## src/rtl/lcd_time_writer.sv

```systemverilog
// HD44780 8-bit writer: init sequence, then "HH:MM:SS" frames from a digit snapshot.
// Optional LCD_CHANGE_ONLY_EN: skip frames whose digits match the last one written.
module lcd_time_writer #(
   parameter int INIT_WAIT   = 750000,
   parameter int STROBE_CYC  = 25,
   parameter int CMD_WAIT    = 2500,
   parameter int CLR_WAIT    = 100000,
   parameter int REFRESH_CYC = 500000,
   parameter int COL         = 4
) (
   input  logic       CLK,
   input  logic       RESETN,
   input  logic [3:0] H10,
   input  logic [3:0] H1,
   input  logic [3:0] M10,
   input  logic [3:0] M1,
   input  logic [3:0] S10,
   input  logic [3:0] S1,
   output logic       LCD_E,
   output logic       LCD_RS,
   output logic       LCD_RW,
   output logic [7:0] LCD_DATA,
   output logic       READY
);

   function automatic int imax(input int a, input int b);
      return (a > b) ? a : b;
   endfunction

   localparam int MAXV = imax(imax(INIT_WAIT, REFRESH_CYC),
                              STROBE_CYC + imax(CMD_WAIT, CLR_WAIT));
   localparam int CW = $clog2(MAXV + 1);

   localparam logic [CW-1:0] PWR_LAST  = CW'(INIT_WAIT - 1);
   localparam logic [CW-1:0] IDLE_LAST = CW'(REFRESH_CYC - 1);
   localparam logic [CW-1:0] CMD_LAST  = CW'(STROBE_CYC + CMD_WAIT);
   localparam logic [CW-1:0] CLR_LAST  = CW'(STROBE_CYC + CLR_WAIT);
   localparam logic [CW-1:0] E_LAST    = CW'(STROBE_CYC);
   localparam logic [7:0]    ADDR_CMD  = 8'h80 | 8'(COL);

   typedef enum logic [2:0] {
      PWR_WAIT,
      INIT,
      ADDR,
      CHAR,
      IDLE
   } state_t;

   state_t        state, nxt_state;
   logic [CW-1:0] cnt, nxt_cnt;
   logic [2:0]    idx, nxt_idx;
   logic [23:0]   snap;
   logic [23:0]   live;
   logic          load_snap;
   logic          slot_end;
   logic          byte_state;
   logic          nxt_e;
   logic          nxt_rs;
   logic          nxt_ready;
   logic [7:0]    nxt_data;

   assign live   = {H10, H1, M10, M1, S10, S1};
   assign LCD_RW = 1'b0;

   function automatic logic [7:0] asc(input logic [3:0] d);
      return (d <= 4'd9) ? (8'h30 + {4'h0, d}) : 8'h2D;
   endfunction

   function automatic logic [7:0] init_byte(input logic [2:0] i);
      logic [7:0] b;
      case (i)
         3'd0:    b = 8'h38;
         3'd1:    b = 8'h0C;
         3'd2:    b = 8'h06;
         default: b = 8'h01;
      endcase
      return b;
   endfunction

   function automatic logic [7:0] char_byte(input logic [2:0]  i,
                                            input logic [23:0] s);
      logic [7:0] b;
      case (i)
         3'd0:    b = asc(s[23:20]);
         3'd1:    b = asc(s[19:16]);
         3'd3:    b = asc(s[15:12]);
         3'd4:    b = asc(s[11:8]);
         3'd6:    b = asc(s[7:4]);
         3'd7:    b = asc(s[3:0]);
         default: b = 8'h3A;
      endcase
      return b;
   endfunction

   // The clear command needs the long settle time instead of the normal one
   always_comb begin
      slot_end = (cnt == ((state == INIT && idx == 3'd3) ? CLR_LAST
                                                         : CMD_LAST));
   end

   always_comb begin
      nxt_state = state;
      nxt_cnt   = cnt + CW'(1);
      nxt_idx   = idx;
      load_snap = 1'b0;
      unique case (state)
         PWR_WAIT: begin
            if (cnt == PWR_LAST) begin
               nxt_state = INIT;
               nxt_cnt   = '0;
               nxt_idx   = '0;
            end
         end
         INIT: begin
            if (slot_end) begin
               nxt_cnt = '0;
               if (idx == 3'd3) begin
                  nxt_state = ADDR;
                  nxt_idx   = '0;
                  load_snap = 1'b1;
               end else begin
                  nxt_idx = idx + 3'd1;
               end
            end
         end
         ADDR: begin
            if (slot_end) begin
               nxt_state = CHAR;
               nxt_cnt   = '0;
               nxt_idx   = '0;
            end
         end
         CHAR: begin
            if (slot_end) begin
               nxt_cnt = '0;
               if (idx == 3'd7) begin
                  nxt_state = IDLE;
                  nxt_idx   = '0;
               end else begin
                  nxt_idx = idx + 3'd1;
               end
            end
         end
         IDLE: begin
            if (cnt == IDLE_LAST) begin
               nxt_cnt = '0;
`ifdef LCD_CHANGE_ONLY_EN
               if (live != snap) begin
                  nxt_state = ADDR;
                  load_snap = 1'b1;
               end
`else
               nxt_state = ADDR;
               load_snap = 1'b1;
`endif
            end
         end
         default: begin
            nxt_state = PWR_WAIT;
            nxt_cnt   = '0;
            nxt_idx   = '0;
         end
      endcase
   end

   // Outputs are computed for the upcoming cycle and then registered
   always_comb begin
      byte_state = (nxt_state == INIT) || (nxt_state == ADDR) ||
                   (nxt_state == CHAR);
      nxt_e      = byte_state && (nxt_cnt != '0) && (nxt_cnt <= E_LAST);
      nxt_rs     = LCD_RS;
      nxt_data   = LCD_DATA;
      nxt_ready  = READY;
      if (byte_state && nxt_cnt == '0) begin
         unique case (1'b1)
            nxt_state == INIT: begin
               nxt_rs   = 1'b0;
               nxt_data = init_byte(nxt_idx);
            end
            nxt_state == ADDR: begin
               nxt_rs   = 1'b0;
               nxt_data = ADDR_CMD;
            end
            default: begin
               nxt_rs   = 1'b1;
               nxt_data = char_byte(nxt_idx, snap);
            end
         endcase
      end
      if (nxt_state == IDLE) begin
         nxt_ready = 1'b1;
      end
   end

   always_ff @(posedge CLK or negedge RESETN) begin
      if (!RESETN) begin
         state    <= PWR_WAIT;
         cnt      <= '0;
         idx      <= '0;
         snap     <= '0;
         LCD_E    <= 1'b0;
         LCD_RS   <= 1'b0;
         LCD_DATA <= 8'h00;
         READY    <= 1'b0;
      end else begin
         state    <= nxt_state;
         cnt      <= nxt_cnt;
         idx      <= nxt_idx;
         LCD_E    <= nxt_e;
         LCD_RS   <= nxt_rs;
         LCD_DATA <= nxt_data;
         READY    <= nxt_ready;
         if (load_snap) begin
            snap <= live;
         end
      end
   end

endmodule

```

## config.mk

```make
export PLATFORM = sky130hd
export DESIGN_NAME = lcd_time_writer
export DESIGN_NICKNAME = d
export VERILOG_FILES = /design/src/rtl/lcd_time_writer.sv
export SDC_FILE = /design/constraint.sdc
export NUM_CORES = 1
export LEC_CHECK = 0
export CORE_MARGIN = 10
export CORE_UTILIZATION = 55
export CTS_BUF_LIST = sky130_fd_sc_hd__clkbuf_4 sky130_fd_sc_hd__clkbuf_8
export DETAILED_ROUTE_END_ITERATION = 10
export GPL_ROUTABILITY_DRIVEN = 0
export PLACE_DENSITY = 0.77
export SKIP_LAST_GASP = 1
export SYNTH_ARGS = -nofsm -noshare
export SYNTH_HDL_FRONTEND = slang
export SYNTH_SLANG_ARGS = --single-unit
```

## constraint.sdc

```tcl
create_clock -name CLK -period 3.7 [get_ports CLK]
set_input_delay 0.74 -clock CLK [delete_from_list [all_inputs] [get_ports CLK]]
set_output_delay 0.74 -clock CLK [all_outputs]
set_load 0.005 [all_outputs]
```

==> impl_metrics.yaml, run 1 <==
placement:
  buffer_ports.inserted: 35
  preCtsSetupSlack_ps: 346.1
  placed_cells_incl_taps: 474
  hpwl_mm: 6.250
setup_path:
  buffers_inverters_on_critical_path: 1
  worstSetupEndpointType: "flop"
  critPathKind: "reg -> reg"
  timing.critical_path.mode_cell: "ha_1"
  cp-start-kind: "flop"
  maximum_fanout_count_along_the_critical_path: 14
  cp_data_arrival_time_ps: 3670
  cpLargestDelayFamily: "compound AO/OA/AOI/OAI gates"
  crit_path_cell_trace: "ha_1, ha_1, and4bb_1, nand3b_1, a21oi_2, o22ai_1, nor2_2, inv_2, a311oi_1, nor2_1, o31ai_1"
  slowest_delay_ps: 480
  library_cell_contributing_the_largest_single_delay_on_the_critical_path: "nor2_2"
  cp.required_ps: 3940
sta:
  final.setup.worst_slack_ps: 271.0
  hold_slack_ps: 475.7
  final_max_slew_viol_count: 0
  timing_hold_violations_final: 0
  headroom_to_the_max_slew_limit_pct: 31.33
  final_period_minus_worst_setup_slack_ps: 3429
  fin_setup_tns_ps: 0
  tightest_slew_ps: 1030
  clock_skew_ps: 12.11
  rsz_0062_raised_after_global_routing: "false"
  max_freq_mhz: 291.6
  min_period_over_period_pct: 92.68
  timing.final.setup_violations: 0
floorplan:
  die_width_um: 103.1
  io_pins: 38
  die_area_um2: 10620
  floorplan.initialDensity_pct: 56.17
  vert_die_dim_um: 103.1
  rows: 30
  coreArea_um2: 6756
synth:
  number_of_instances_in_the_synthesized_netlist: 383
  synth_simple_gate_area_share_pct: 24.76
  synth-warning-count: 0
  ys_top_cells_by_count: "dfrtp_1 (60), nor2_1 (38), mux2_2 (25), nand2_1 (25)"
  synth_area_per_cell_um2: 9.908
  number_of_distinct_standard_cells_referenced_by_the_synthesized_netlist: 74
  mappedNetlistArea_um2: 3795
  synth_area_leader_cell: "dfrtp_1"
  yosys.area_share.adder_pct: 1.978
  asyncSetResetFlopFracSynth_pct: 100.0
  synth_top_family_by_area: "simple AND/OR/NAND/NOR gates"
  yosys.area_share.xor_xnor_pct: 4.847
  ys_top_cells_by_area: "dfrtp_1 (40%), mux2_2 (7.4%), nor2_1 (3.8%)"
  edff_count_synth: 0
  yosys_register_bits: 60
  post_synth_mux_area_share_pct: 8.737
  post_synthesis_compound_gate_area_fraction_pct: 13.98
  ys_seq_area_share_pct: 39.56
  synthFlopType: "dfrtp_1"
  yosys.area.top_type_share_pct: 39.56
  synth_most_common_cell: "dfrtp_1"
job:
  drv.max_cap_violation_count: 0
clocking:
  ctsHoldBuffers: 0
  insertion_delay_ps: 340
  tritoncts_num_sinks: 60
  cts_made_buffers: 9
  post_cts.repair.setup_buffers: 0
  cts-resized-gates: 0
  clock-root-buffer: "clkbuf_8"
  cts_tree: "yes"
  cts_buffer_depth: 2
  htree_num_levels: 3
  clk_pin_slew_ps: 70
route:
  detailedRoute.firstIterationViolations: 242
  drc_violation_count_after_routing: 0
  detail_route.wirelength_mm: 8.571
  ant_nets: 0
  post_drt_wl_per_cell_um: 17.49
  drt_first_pass_iters: 5
  routed_via_density: 6.253
  vias: 3064
power_and_ir_drop:
  intPower_mw: 1.197
  vdd_drop_max_v: 0.0002018
  power.density_nw_per_um2: 345.9
  power.static_leakage_nw: 1.760
  power_frac_comb_pct: 4.7
  power.share.switching_pct: 20.65
  part_of_the_power_in_registers_pct: 45.1
  clock_power_share_pct: 50.2
  fin_total_pwr_mw: 1.508
  power.switching_mw: 0.3114
grt:
  grt.total_usage_pct: 17.43
  antenna_found_initial: 0
  gr-total-overflow: 0
  first_global_vias: 2973
  grt_start_max_net_pins: 48
  grt_first_pass_wirelength_mm: 14.84
final_layout:
  final_cells: 490
  insertedDiodeCount: 0
  multi_input_area_um2: 2074
  final_net_count: 437
  syn2layout_area_growth_pct: 14.87
  final_layout_size_suffix_gt1_share_pct: 17.56
  fillerInstances: 534
  ff_latch_area_um2: 1501
run_status:
  run_status: "finished clean"
hold_path:
  kind_of_path_behind_the_tightest_hold_check: "reg -> reg"
## cell usage in the layout (no fill, tap or decap), types with 4 or more instances in the layout
master           synthesis  final
nand3_1                 15     15
o21ai_0                 10     10
o31ai_1                  5      5
xor2_1                  11     11
buf_4                    5      5
nand2b_1                 4      4
a21oi_1                  6      6
ha_1                     6      6
nor4b_1                  4      4
clkbuf_8                 0     11
nor2_1                  38     38
nor3b_1                  9      9
mux2i_1                  5      5
inv_1                    9      9
dfrtp_1                 60     60
a211oi_1                 5      5
mux2_2                  25     25
nor3_1                  12     12
clkdlybuf4s50_1          0     34
nand4_1                  6      6
o21a_1                   6      6
nand2_1                 25     25
xnor2_1                 10     10
o22ai_1                  5      5
and3_1                   4      4
o211ai_1                 5      5
## cell families after synthesis
logic type,after synthesis
compound gates,71
simple gates,153
buf+inv,41
fa+ha+maj,6
other cells,1
xor+xnor,21
mux,30
flops,60
## layer usage
metal	vias to the layer above	part of all wire (%)	GRT usage [%]
li1	1439	-	-
met1	1496	46	23.94
met2	118	47	25.84
met3	11	6.0	4.558
met4	0	1.3	6.096
met5	-	0	0
## flip-flops by register name, indices dropped and copies added (netlist names)
signal / count
READY: 1
LCD_DATA: 7
idx: 3
LCD_E: 1
snap: 24
cnt: 20
state: 3
LCD_RS: 1
## cell type report
cell class / instances / area share, %
tap: 80 / 2.296
timing repair buffer: 40 / 8.783
sequential: 60 / 34.44
clock inverter: 5 / 2.468
multi-input combinational: 283 / 47.59
inverter: 11 / 0.9472
clock buffer: 11 / 3.473
## stage by stage
step | util (%) | cell area [um^2]
floorplan | - | 3799
global route | 64.52 | 4359
CTS | 64.52 | 4359
finish | 64.52 | 4359
global placement | 60.69 | 4100
detailed placement | 60.69 | 4100
## power groups by stage
stage,registers [mW],clock network [mW],logic (mW)
after floorplan,0.688,0,0.0281
after global placement,0.692,0,0.0691
after detailed placement,0.693,0,0.0708
after CTS,0.680,0.775,0.0713
after global routing,0.682,0.807,0.0785
final,0.681,0.757,0.0701
## path summary, 6_finish.rpt
kind                                           endpoint  slack (ps)              start  cells after the start
worst max-delay path            LCD_DATA[0]$_DFFE_PN0P_         270   idx[1]$_DFF_PN0_                     11
worst min register to register        READY$_DFFE_PN0N_         480  READY$_DFFE_PN0N_                      1
min in group asynchronous       LCD_DATA[7]$_DFFE_PN0P_         570             RESETN                      1
worst max register to register  LCD_DATA[0]$_DFFE_PN0P_         270   idx[1]$_DFF_PN0_                     11
max in group asynchronous              cnt[8]$_DFF_PN0_        2350             RESETN                      2
worst min-delay path                  READY$_DFFE_PN0N_         480  READY$_DFFE_PN0N_                      1
Power figures use the tool's default switching activity.
==> run 2, diff against run 1 <==
--- a/config.mk
+++ b/config.mk
@@ -5,6 +5,7 @@
 export SDC_FILE = /design/constraint.sdc
 export NUM_CORES = 1
 export LEC_CHECK = 0
+export ABC_CLOCK_PERIOD_IN_PS = 3500
 export CORE_MARGIN = 10
 export CORE_UTILIZATION = 55
 export CTS_BUF_LIST = sky130_fd_sc_hd__clkbuf_4 sky130_fd_sc_hd__clkbuf_8
==> constraint.sdc (replaced) <==
create_clock -name CLK -period 3.5 [get_ports CLK]
set_input_delay 0.7 -clock CLK [delete_from_list [all_inputs] [get_ports CLK]]
set_output_delay 0.7 -clock CLK [all_outputs]
set_load 0.005 [all_outputs]
==> run 2 against run 1 <==
  * Combinational power rose by 6.0%
  * Wire length up 1.5%
  * Global-route usage grew 0.24 points
  * Critical path type unchanged
==> impl_metrics.yaml, run 2 (same netlist as run 1, synthesis figures left out) <==
route:
  ant_nets: 0
  vias: 3087
  wl_met3_um: 526
  drt_first_pass_iters: 6
  detail_route.wirelength_mm: 8.700
  post_drt_wl_per_cell_um: 17.58
  routed_via_density: 6.236
  wl_met1_mm: 4.129
  drc_violation_count_after_routing: 0
  detailedRoute.firstIterationViolations: 333
  top_signal_layer_used: "met4"
  met2_length_mm: 3.892
clocking:
  tritoncts_num_sinks: 60
  clk_pin_slew_ps: 80
  post_cts.repair.setup_buffers: 0
  htree_num_levels: 3
  clock-root-buffer: "clkbuf_8"
  cts_tree: "yes"
  insertion_delay_ps: 350
  ctsHoldBuffers: 0
  cts_made_buffers: 9
  cts_buffer_depth: 2
grt:
  gr-total-overflow: 0
  grt_start_max_net_pins: 45
  antenna_found_initial: 0
  first_global_vias: 3064
  grt_first_pass_wirelength_mm: 15.01
  grt.total_usage_pct: 17.67
placement:
  placed_cells_incl_taps: 479
  hpwl_mm: 6.361
  detailed_place.area_um2: 4138
  buffer_ports.inserted: 35
power_and_ir_drop:
  vdd_drop_max_v: 0.0002473
  power.share.switching_pct: 21.23
  power.density_nw_per_um2: 364.2
  power.switching_mw: 0.3409
  power.static_leakage_nw: 1.789
  intPower_mw: 1.265
  power_frac_comb_pct: 4.6
  clock_power_share_pct: 50.6
  part_of_the_power_in_registers_pct: 44.8
final_layout:
  fillerInstances: 552
  leading_cell_types_in_the_layout_fill_and_taps_excluded: "dfrtp_1 (60), nor2_1 (38), clkdlybuf4s50_1 (34), nand2_1 (25), mux2_2 (25)"
  mostFrequentLayoutCell: "dfrtp_1"
  syn2layout_area_growth_pct: 16.19
  final_net_count: 442
  final_cells: 495
  largestRegisters: "snap: 24 flops, cnt: 20 flops, LCD_DATA: 7 flops"
  insertedDiodeCount: 0
  layout.core_utilization_pct: 65.26
  largest_register_ff_count: 24
  finish.instance_area_um2: 4409
  final_layout_size_suffix_gt1_share_pct: 18.55
  registers.top_by_ff_count: "snap"
floorplan:
  coreArea_um2: 6756
  vert_die_dim_um: 103.1
  floorplan.initialDensity_pct: 56.17
  rows: 30
  io_pins: 38
  die_width_um: 103.1
  die_area_um2: 10620
setup_path:
  r2r_cells: 13
  maximum_fanout_count_along_the_critical_path: 14
  cp_data_arrival_time_ps: 3480
  reg2reg_slack_ps: 260
  critPathKind: "reg -> reg"
  worstSetupEndpointType: "flop"
  cp.required_ps: 3730
  cp-start-kind: "flop"
sta:
  final_period_minus_worst_setup_slack_ps: 3242
  rsz_0062_raised_after_global_routing: "false"
  clock_skew_ps: 13.18
  hold_slack_ps: 483.2
  max_freq_mhz: 308.4
  fin_setup_tns_ps: 0
  min_period_over_period_pct: 92.64
  timing.final.setup_violations: 0
  final_max_slew_viol_count: 0
  tightest_slew_ps: 957.5
  timing_hold_violations_final: 0
  headroom_to_the_max_slew_limit_pct: 36.16
hold_path:
  hold_depth: 1
  kind_of_path_behind_the_tightest_hold_check: "reg -> reg"
job:
  drv.max_cap_violation_count: 0
run_status:
  run_status: "finished clean"
-- run 2: cell count changes in the layout (fill, tap and decap cells not counted), sizes merged --
| cell | before | now |
|---|---|---|
| buf | 6 | 11 |
-- run 2: what timing repair did --
item	in CTS	in global routing
gates resized for setup	0	2
endpoints found under the hold margin	0	0
setup endpoints to repair	0	4
-- run 2: critical path, stage by stage (launching register included) --
cell and delay, ps:
dfrtp_1 440, ha_1 240, ha_1 200, and4bb_1 230, nand3b_1 220, a21oi_4 270
buf_4 180, mux2i_1 100, a211oi_4 220, buf_4 240, nand2_1 170, a21oi_1 180
nor4b_1 70, o32a_1 350
-- run 2: worst paths after layout --
kind	startpoint	end
max in group asynchronous	RESETN	cnt[12]$_DFF_PN0_
min	READY$_DFFE_PN0N_	READY$_DFFE_PN0N_
min reg2reg	READY$_DFFE_PN0N_	READY$_DFFE_PN0N_
max	idx[1]$_DFF_PN0_	LCD_DATA[1]$_DFFE_PN0P_
max reg2reg	idx[1]$_DFF_PN0_	LCD_DATA[1]$_DFFE_PN0P_
min in group asynchronous	RESETN	LCD_DATA[5]$_DFFE_PN0P_
-- run 2: per-stage QoR --
stage               setup slack, ps  total power [mW]
finish                        257.6             1.606
global route                  56.33             1.659
CTS                           157.6             1.620
detailed placement            164.7            0.8077
global placement              325.5            0.8054
floorplan                     675.2            0.7574
-- run 2: metal layers --
| layer | track usage [%] | vias to the layer above |
|---|---|---|
| met5 | 0 | - |
| met4 | 6.845 | 0 |
| met3 | 4.759 | 16 |
| met2 | 25.35 | 112 |
| met1 | 24.60 | 1508 |
| li1 | - | 1451 |
-- run 2: area by class of cell --
type / count / area [um^2] / share of cell area [%]
repair buffers: 45 / 420.4 / 9.535
clock inverters: 5 / 107.6 / 2.440
clock buffers: 11 / 151.4 / 3.434
multi-input cells: 283 / 2087 / 47.33
flip-flops and latches: 60 / 1501 / 34.05
well taps: 80 / 100.1 / 2.270
inverters: 11 / 41.29 / 0.9364
-- run 2: power by group through the flow --
stage                     logic, mW  registers (mW)  clock network, mW
after detailed placement     0.0754           0.732                  0
after floorplan              0.0298           0.728                  0
after global routing         0.0826           0.721              0.856
after global placement       0.0738           0.732                  0
after CTS                    0.0757           0.719              0.826
final                        0.0743           0.719              0.812
==> run 3, diff against run 2 <==
--- a/config.mk
+++ b/config.mk
@@ -6,12 +6,14 @@
 export NUM_CORES = 1
 export LEC_CHECK = 0
 export ABC_CLOCK_PERIOD_IN_PS = 3500
+export CELL_PAD_IN_SITES_DETAIL_PLACEMENT = 1
+export CELL_PAD_IN_SITES_GLOBAL_PLACEMENT = 2
 export CORE_MARGIN = 10
-export CORE_UTILIZATION = 55
+export CORE_UTILIZATION = 38
 export CTS_BUF_LIST = sky130_fd_sc_hd__clkbuf_4 sky130_fd_sc_hd__clkbuf_8
 export DETAILED_ROUTE_END_ITERATION = 10
 export GPL_ROUTABILITY_DRIVEN = 0
-export PLACE_DENSITY = 0.77
+export PLACE_DENSITY = 0.82
 export SKIP_LAST_GASP = 1
 export SYNTH_ARGS = -nofsm -noshare
 export SYNTH_HDL_FRONTEND = slang
==> run 3 against run 2 <==
  * Die area is 35% higher
  * Sequential power hardly changed
  * Sequential share of layout area decreased by 0.23 points
  * Largest cell class unchanged
==> impl_metrics.yaml, run 3 (same netlist as run 1, synthesis figures left out) <==
clocking:
  clock-root-buffer: "clkbuf_8"
  htree_num_levels: 3
  ctsHoldBuffers: 0
  tritoncts_num_sinks: 60
  cts_buffer_depth: 2
  post_cts.repair.setup_buffers: 0
  cts-resized-gates: 0
  cts_made_buffers: 9
  clk_pin_slew_ps: 90
  cts_tree: "yes"
  insertion_delay_ps: 350
route:
  post_drt_wl_per_cell_um: 17.99
  detailedRoute.firstIterationViolations: 169
  detail_route.wirelength_mm: 9.912
  routed_via_density: 5.452
  drc_violation_count_after_routing: 0
  vias: 3004
  ant_nets: 0
  drt_first_pass_iters: 6
sta:
  timing.final.setup_violations: 0
  min_period_over_period_pct: 91.27
  rsz_0062_raised_after_global_routing: "false"
  hold_slack_ps: 487.2
  clock_skew_ps: 16.24
  fin_setup_tns_ps: 0
  timing_hold_violations_final: 0
  max_freq_mhz: 313.1
  final_period_minus_worst_setup_slack_ps: 3194
  final_max_slew_viol_count: 0
  tightest_slew_ps: 772.9
  headroom_to_the_max_slew_limit_pct: 48.47
final_layout:
  final_cells: 551
  finish.instance_area_um2: 4439
  final_layout_size_suffix_gt1_share_pct: 19.38
  largestRegisters: "snap: 24 flops, cnt: 20 flops, LCD_DATA: 7 flops"
  largest_register_ff_count: 24
  registers.top_by_ff_count: "snap"
  final_net_count: 445
  leading_cell_types_in_the_layout_fill_and_taps_excluded: "dfrtp_1 (60), nor2_1 (38), clkdlybuf4s50_1 (34), nand2_1 (25), mux2_2 (25)"
  syn2layout_area_growth_pct: 16.98
  insertedDiodeCount: 0
  mostFrequentLayoutCell: "dfrtp_1"
placement:
  detailed_place.area_um2: 4227
  hpwl_mm: 7.210
  buffer_ports.inserted: 35
  placed_cells_incl_taps: 535
hold_path:
  kind_of_path_behind_the_tightest_hold_check: "reg -> reg"
  min-delay-start: "READY$_DFFE_PN0N_"
  hold_depth: 1
  hold_path_end: "READY$_DFFE_PN0N_"
setup_path:
  critPathKind: "reg -> reg"
  cp_data_arrival_time_ps: 3490
  reg2reg_slack_ps: 310
  crit-reg2reg-launch: "idx[1]$_DFF_PN0_"
  cp-start-kind: "flop"
  r2r_cells: 11
  reg_to_reg_end: "LCD_DATA[1]$_DFFE_PN0P_"
  worstSetupEndpointType: "flop"
  maximum_fanout_count_along_the_critical_path: 11
  cp.required_ps: 3790
floorplan:
  rows: 36
  die_area_um2: 14380
  io_pins: 38
  floorplan.initialDensity_pct: 39.00
  die_width_um: 119.9
  coreArea_um2: 9729
  vert_die_dim_um: 119.9
grt:
  grt_first_pass_wirelength_mm: 16.62
  gr-total-overflow: 0
  grtUsageMet3_pct: 3.657
  use_met1_pct: 19.05
  grt.total_usage_pct: 14.05
  antenna_found_initial: 0
  grt_busiest_layer: "met2"
  grt_start_max_net_pins: 61
  met2_resource_use_gr_pct: 21.42
  first_global_vias: 3132
job:
  drv.max_cap_violation_count: 0
power_and_ir_drop:
  vdd_drop_max_v: 0.0001447
  power.static_leakage_nw: 1.766
  power.density_nw_per_um2: 324.2
run_status:
  run_status: "finished clean"
run 3: cell type report:
type / instances / area (um^2)
multi-input combinational: 283 / 2088
clock inverter: 7 / 75.07
timing repair buffer: 48 / 442.9
tap: 133 / 166.4
sequential: 60 / 1501
clock buffer: 9 / 123.9
fill: 1104 / 5290
inverter: 11 / 41.29
run 3: worst max path at each step:
stage | slack, ps | start | cells after the start | end
4_1_cts | 130 | idx[1]$_DFF_PN0_ | 11 | LCD_DATA[1]$_DFFE_PN0P_
3_3_place_gp | 250 | idx[1]$_DFF_PN0_ | 12 | LCD_DATA[4]$_DFFE_PN0P_
5_1_grt | 80 | idx[1]$_DFF_PN0_ | 11 | LCD_DATA[1]$_DFFE_PN0P_
6_report | 310 | idx[1]$_DFF_PN0_ | 11 | LCD_DATA[1]$_DFFE_PN0P_
3_5_place_dp | 130 | idx[1]$_DFF_PN0_ | 12 | LCD_DATA[4]$_DFFE_PN0P_
2_1_floorplan | 680 | idx[1]$_DFF_PN0_ | 13 | LCD_DATA[2]$_DFFE_PN0P_
run 3: where the power goes:
part	internal, mW	total [mW]	leakage (nW)	switching (mW)
sequential	0.707	0.719	0.768	0.0122
combinational	0.0433	0.0747	0.906	0.0314
clock	0.331	0.645	0.0918	0.314
run 3: metrics by stage:
| step | total power [mW] | setup slack [ps] | utilization [%] |
|---|---|---|---|
| finish | 1.439 | 305.7 | 45.63 |
| global route | 1.505 | 83.17 | 45.63 |
| CTS | 1.460 | 126.0 | 45.49 |
| detailed placement | 0.8089 | 128.3 | 43.44 |
| global placement | 0.8069 | 249.6 | 43.44 |
| floorplan | 0.7574 | 675.2 | - |
run 3: routing by layer:
layer	wire length, um	part of all wire (%)
met3	273	2.8
met5	0	0
met2	4551	46
met4	93	0.94
met1	4994	50
run 3: worst max-delay path: stages (launching register included):
cell       delay (ps)
dfrtp_1           440
ha_1              240
ha_1              200
and4bb_1          230
nand3b_1          220
a21oi_4           290
nor2_1            120
a211oi_4          360
buf_4             250
nor2_1             90
a2111oi_0         480
o32a_1            230
